===== src/rtl/jk_ctrl_pkg.sv =====
// Shared types for the JK bank controller.
// Op codes, FSM states and requester ids.
package jk_ctrl_pkg;

    typedef enum logic [1:0] {
        JK_HOLD = 2'b00,
        JK_CLR  = 2'b01,
        JK_SET  = 2'b10,
        JK_TGL  = 2'b11
    } jk_op_t;

    typedef enum logic {
        IDLE = 1'b0,
        RUN  = 1'b1
    } ctrl_state_t;

    localparam logic REQ_A = 1'b0;
    localparam logic REQ_B = 1'b1;

    // J inputs for a command: masked bits take op[1]
    function automatic logic [7:0] jk_j8(jk_op_t op, logic [7:0] mask);
        return op[1] ? mask : 8'h00;
    endfunction

endpackage


===== src/rtl/jk_bank.sv =====
// Bank of WIDTH JK flip-flops with vector J/K inputs.
// Synchronous active-low reset clears every bit.
module jk_bank #(
    parameter int WIDTH = 8
) (
    input  logic             clk,
    input  logic             rst_n,
    input  logic [WIDTH-1:0] j,
    input  logic [WIDTH-1:0] k,
    output logic [WIDTH-1:0] q,
    output logic [WIDTH-1:0] q_n
);

    // Per-bit JK update: 00 hold, 01 clear, 10 set, 11 toggle
    always_ff @(posedge clk) begin
        if (!rst_n) begin
            q <= '0;
        end else begin
            q <= (j & ~q) | (~k & q);
        end
    end

    assign q_n = ~q;

endmodule


===== src/rtl/jk_bank_arbiter.sv =====
// Round-robin arbiter and sequencer driving a JK bank.
// Two requesters share the bank; one command runs at a time.
module jk_bank_arbiter
    import jk_ctrl_pkg::*;
#(
    parameter int WIDTH = 8,
    parameter int REP_W = 4
) (
    input  logic             clk,
    input  logic             rst_n,
    input  logic             a_valid,
    output logic             a_ready,
    input  logic [1:0]       a_op,
    input  logic [WIDTH-1:0] a_mask,
    input  logic [REP_W-1:0] a_reps,
    output logic             a_done,
    input  logic             b_valid,
    output logic             b_ready,
    input  logic [1:0]       b_op,
    input  logic [WIDTH-1:0] b_mask,
    input  logic [REP_W-1:0] b_reps,
    output logic             b_done,
    output logic             busy,
    output logic             grant_b,
    output logic [WIDTH-1:0] q,
    output logic [WIDTH-1:0] q_n
);

    localparam logic [REP_W-1:0] CNT_ONE = {{(REP_W-1){1'b0}}, 1'b1};

    ctrl_state_t      state;
    logic             last;
    jk_op_t           op_r;
    logic [WIDTH-1:0] mask_r;
    logic [REP_W-1:0] cnt;
    logic [WIDTH-1:0] j;
    logic [WIDTH-1:0] k;

    // The requester not served last wins a tie; a lone one always wins
    assign a_ready = (state == IDLE) && a_valid
                     && (!b_valid || last == REQ_B);
    assign b_ready = (state == IDLE) && b_valid
                     && (!a_valid || last == REQ_A);

    assign busy    = (state == RUN);
    assign grant_b = last;

    // Drive J/K only while running; unmasked bits hold
    always_comb begin
        j = '0;
        k = '0;
        if (state == RUN) begin
            j = op_r[1] ? mask_r : '0;
            k = op_r[0] ? mask_r : '0;
        end
    end

    // Controller FSM: capture on accept, count applications, pulse done
    always_ff @(posedge clk) begin
        if (!rst_n) begin
            state  <= IDLE;
            last   <= REQ_B;
            op_r   <= JK_HOLD;
            mask_r <= '0;
            cnt    <= '0;
            a_done <= 1'b0;
            b_done <= 1'b0;
        end else begin
            a_done <= 1'b0;
            b_done <= 1'b0;
            unique case (state)
                IDLE: begin
                    if (a_ready) begin
                        op_r   <= jk_op_t'(a_op);
                        mask_r <= a_mask;
                        cnt    <= a_reps;
                        last   <= REQ_A;
                        state  <= RUN;
                    end else if (b_ready) begin
                        op_r   <= jk_op_t'(b_op);
                        mask_r <= b_mask;
                        cnt    <= b_reps;
                        last   <= REQ_B;
                        state  <= RUN;
                    end
                end
                RUN: begin
                    if (cnt == '0) begin
                        state  <= IDLE;
                        a_done <= (last == REQ_A);
                        b_done <= (last == REQ_B);
                    end else begin
                        cnt <= cnt - CNT_ONE;
                    end
                end
                default: state <= IDLE;
            endcase
        end
    end

    jk_bank #(
        .WIDTH(WIDTH)
    ) u_bank (
        .clk  (clk),
        .rst_n(rst_n),
        .j    (j),
        .k    (k),
        .q    (q),
        .q_n  (q_n)
    );

endmodule


===== config.mk =====
export PLATFORM = sky130hd
export DESIGN_NAME = jk_bank_arbiter
export DESIGN_NICKNAME = d
export VERILOG_FILES = /design/src/rtl/jk_ctrl_pkg.sv /design/src/rtl/jk_bank.sv /design/src/rtl/jk_bank_arbiter.sv
export SDC_FILE = /design/constraint.sdc
export NUM_CORES = 1
export LEC_CHECK = 0
export BUFFER_PORTS_ARGS = -buffer_cell sky130_fd_sc_hd__buf_2
export CAP_MARGIN = 40
export CORE_ASPECT_RATIO = 1.2
export CORE_UTILIZATION = 32
export DETAILED_ROUTE_END_ITERATION = 8
export PLACE_DENSITY = 0.53
export SLEW_MARGIN = 10
export SYNTH_ARGS = -nofsm -noshare
export SYNTH_HDL_FRONTEND = slang
export SYNTH_SLANG_ARGS = --single-unit

===== constraint.sdc =====
create_clock -name clk -period 4 [get_ports clk]
set_input_delay 0.6 -clock clk [delete_from_list [all_inputs] [get_ports clk]]
set_output_delay 0.6 -clock clk [all_outputs]
set_load 0.05 [all_outputs]

==> results.ini <==
[clocking]
ctsResizeCount=0
cts-root-buf=clkbuf_8
cts-htree-levels=1
cts_tree=built
cts.sinks=26
clkTransAtPathRegs_ps=100
cts_setup_buffers=0
clock_path_buffers=2
cts_buffers=3
clk_latency_ps=280
holdBufCountCts=0

[logic_synthesis]
synth-edff-count=0
syn-cell-area_sq_um=1350
ys_seq_elements=26
synthFlopType=dfxtp_1
syn_avg_cell_area_sq_um=8.35
ys_seq_area_share_pct=38.5
yosysWarnings=0
async_flop_share_pct=0
synth_cell_type_count=39
syn_inst=162
synth_nets=195

[drt]
via_per_inst=5.23
drtAntennaViolNets=0
vias=1371
firstDrtPassIters=4
wl_per_cell_microns=14.0
drt-total-wl_microns=3660
drc=0
drt_iter0_drc=47

[floorplan]
rows=25
start_util_pct=33.8
core_sq_um=4000
die_y_microns=73.2
dieArea_sq_um=4490
die_width_microns=61.4
boundaryPins=54

[placement]
post-dp-hpwl_microns=2670
dp.cells=258
placedInstanceArea_sq_um=1630
gp_congestion=0.856
port_buffers=53

[worst_setup_path]
worstPathRequired_ps=3400
critPathMaxFanout=13
endpoint_kind=output port
cp-start-kind=input port
cp.arrival_ps=2020
worstSetupPathType=in2out

[layout]
n_fill_cell=436
nets=242
final_util_pct=42.6
synthToLayoutAreaGrowth_pct=26.1
final_area_sq_um=1710
antenna_cells=0
drive_gt1_share_pct=35.1
stdcell_count=262

[timing]
rsz0062_at_grt=false
worstMarginPinSlew_ps=789
drv_slew=0
finClkSkew_ps=12.0
slew_headroom_pct=47.3
max_freq_mhz=381
fin_hold_ws_ps=466
period_share_pct=65.6
final-setup-viol-count=0
hold_viol=0
finalWorstPathRequiredPeriod_ps=2620
setup_tns_ps=0

[outcome]
status=finished clean

[flow_run]
maxCapViolCount=0

[global_route]
grt_pass1_vias=1254
grt_antenna_before_repair=0
grt_max_degree=37
grt-ovfl-total=0
grt_pass1_wl_microns=5850
grtUsageTotal_pct=17.5

[power]
vdd_drop_max_mv=0.150
p_leak_nw=0.654
powerDensity_nw_per_um2=430

[worst_hold_path]
min_path_type=reg2reg

==> path summary, 6_finish.rpt <==
check | from | end | slack [ps] | cells after the start
worst max-delay path | b_valid | a_ready | 1380 | 5
worst min-delay path | u_bank.q[0] | u_bank.q[0] | 470 | 2
worst max register to register | grant_b | mask_r[3] | 2400 | 3
worst min register to register | u_bank.q[0] | u_bank.q[0] | 470 | 2
==> per-stage QoR <==
step / setup slack [ps] / power (mW)
after floorplan: 1730 / 0.463
after global placement: 1450 / 0.511
after detailed placement: 1390 / 0.515
after CTS: 1390 / 0.737
after global routing: 1180 / 0.769
final: 1380 / 0.733
==> cell type report <==
| class | count | area (sq um) | area share (%) |
|---|---|---|---|
| inverters | 13 | 48.8 | 2.86 |
| flip-flops and latches | 26 | 520 | 30.5 |
| repair buffers | 55 | 280 | 16.4 |
| multi-input cells | 110 | 717 | 42.0 |
| well taps | 54 | 67.6 | 3.96 |
| clock inverters | 1 | 30.0 | 1.76 |
| clock buffers | 3 | 41.3 | 2.42 |
==> routing by layer <==
layer / global-route usage (%) / part of all wire (%)
met1: 24.7 / 49
met5: 0 / 0
met3: 2.30 / 6.6
met2: 25.8 / 43
met4: 8.89 / 2.0
==> power by group <==
group	leakage (nW)	switching [mW]	internal [mW]
Combinational	0.404	0.127	0.0729
Clock	0.0357	0.0881	0.134
Sequential	0.214	0.0249	0.285
Total	0.654	0.240	0.492
==> registers in the layout, indices dropped and copies added, names as in the netlist <==
signal,cells
a_done,1
b_done,1
busy,1
cnt,4
grant_b,1
mask_r,8
op_r,2
u_bank.q,8
==> worst max-delay path, cell delays in order <==
cell     delay, ps
buf_2          140
nor2b_1        650
or3_4          370
inv_1           50
buf_2          210
==> synthesized netlist by cell type, types with 2 or more instances <==
library cell  instances  area (sq um)
a211oi_1              2          15.0
a211oi_2              9           113
a21oi_1               8          40.0
a32oi_1               3          26.3
buf_2                 5          25.0
clkbuf_1              6          22.5
dfxtp_1              26           521
inv_1                12          45.0
nand2_1              10          37.5
nand2b_1              2          12.5
nand3_1              17          85.1
nor2_1               12          45.0
nor2b_1               2          12.5
nor3_1                3          15.0
nor4_1               12          75.1
o21ai_0              10          50.1
==> cells by family (layout without fill, tap and decap cells) <==
logic type	Yosys count	count (layout)	share of synthesized area, %
simple gates	65	65	25.9
compound gates	44	44	26.2
flops	26	26	38.5
buf+inv	26	72	8.51
fa+ha+maj	1	1	0.925
==> cells in the final DEF (no fill, tap or decap), drive strengths merged, types with 3 or more instances in the layout <==
| master | n |
|---|---|
| nor3 | 3 |
| clkbuf | 3 |
| buf | 55 |
| a32oi | 3 |
| nor4 | 12 |
| dfxtp | 26 |
| inv | 13 |
| nor2 | 12 |
| o21ai | 10 |
| nand2 | 10 |
| nand3 | 17 |
| a21oi | 8 |
| a211oi | 11 |
(Power assumes the default switching activity.)
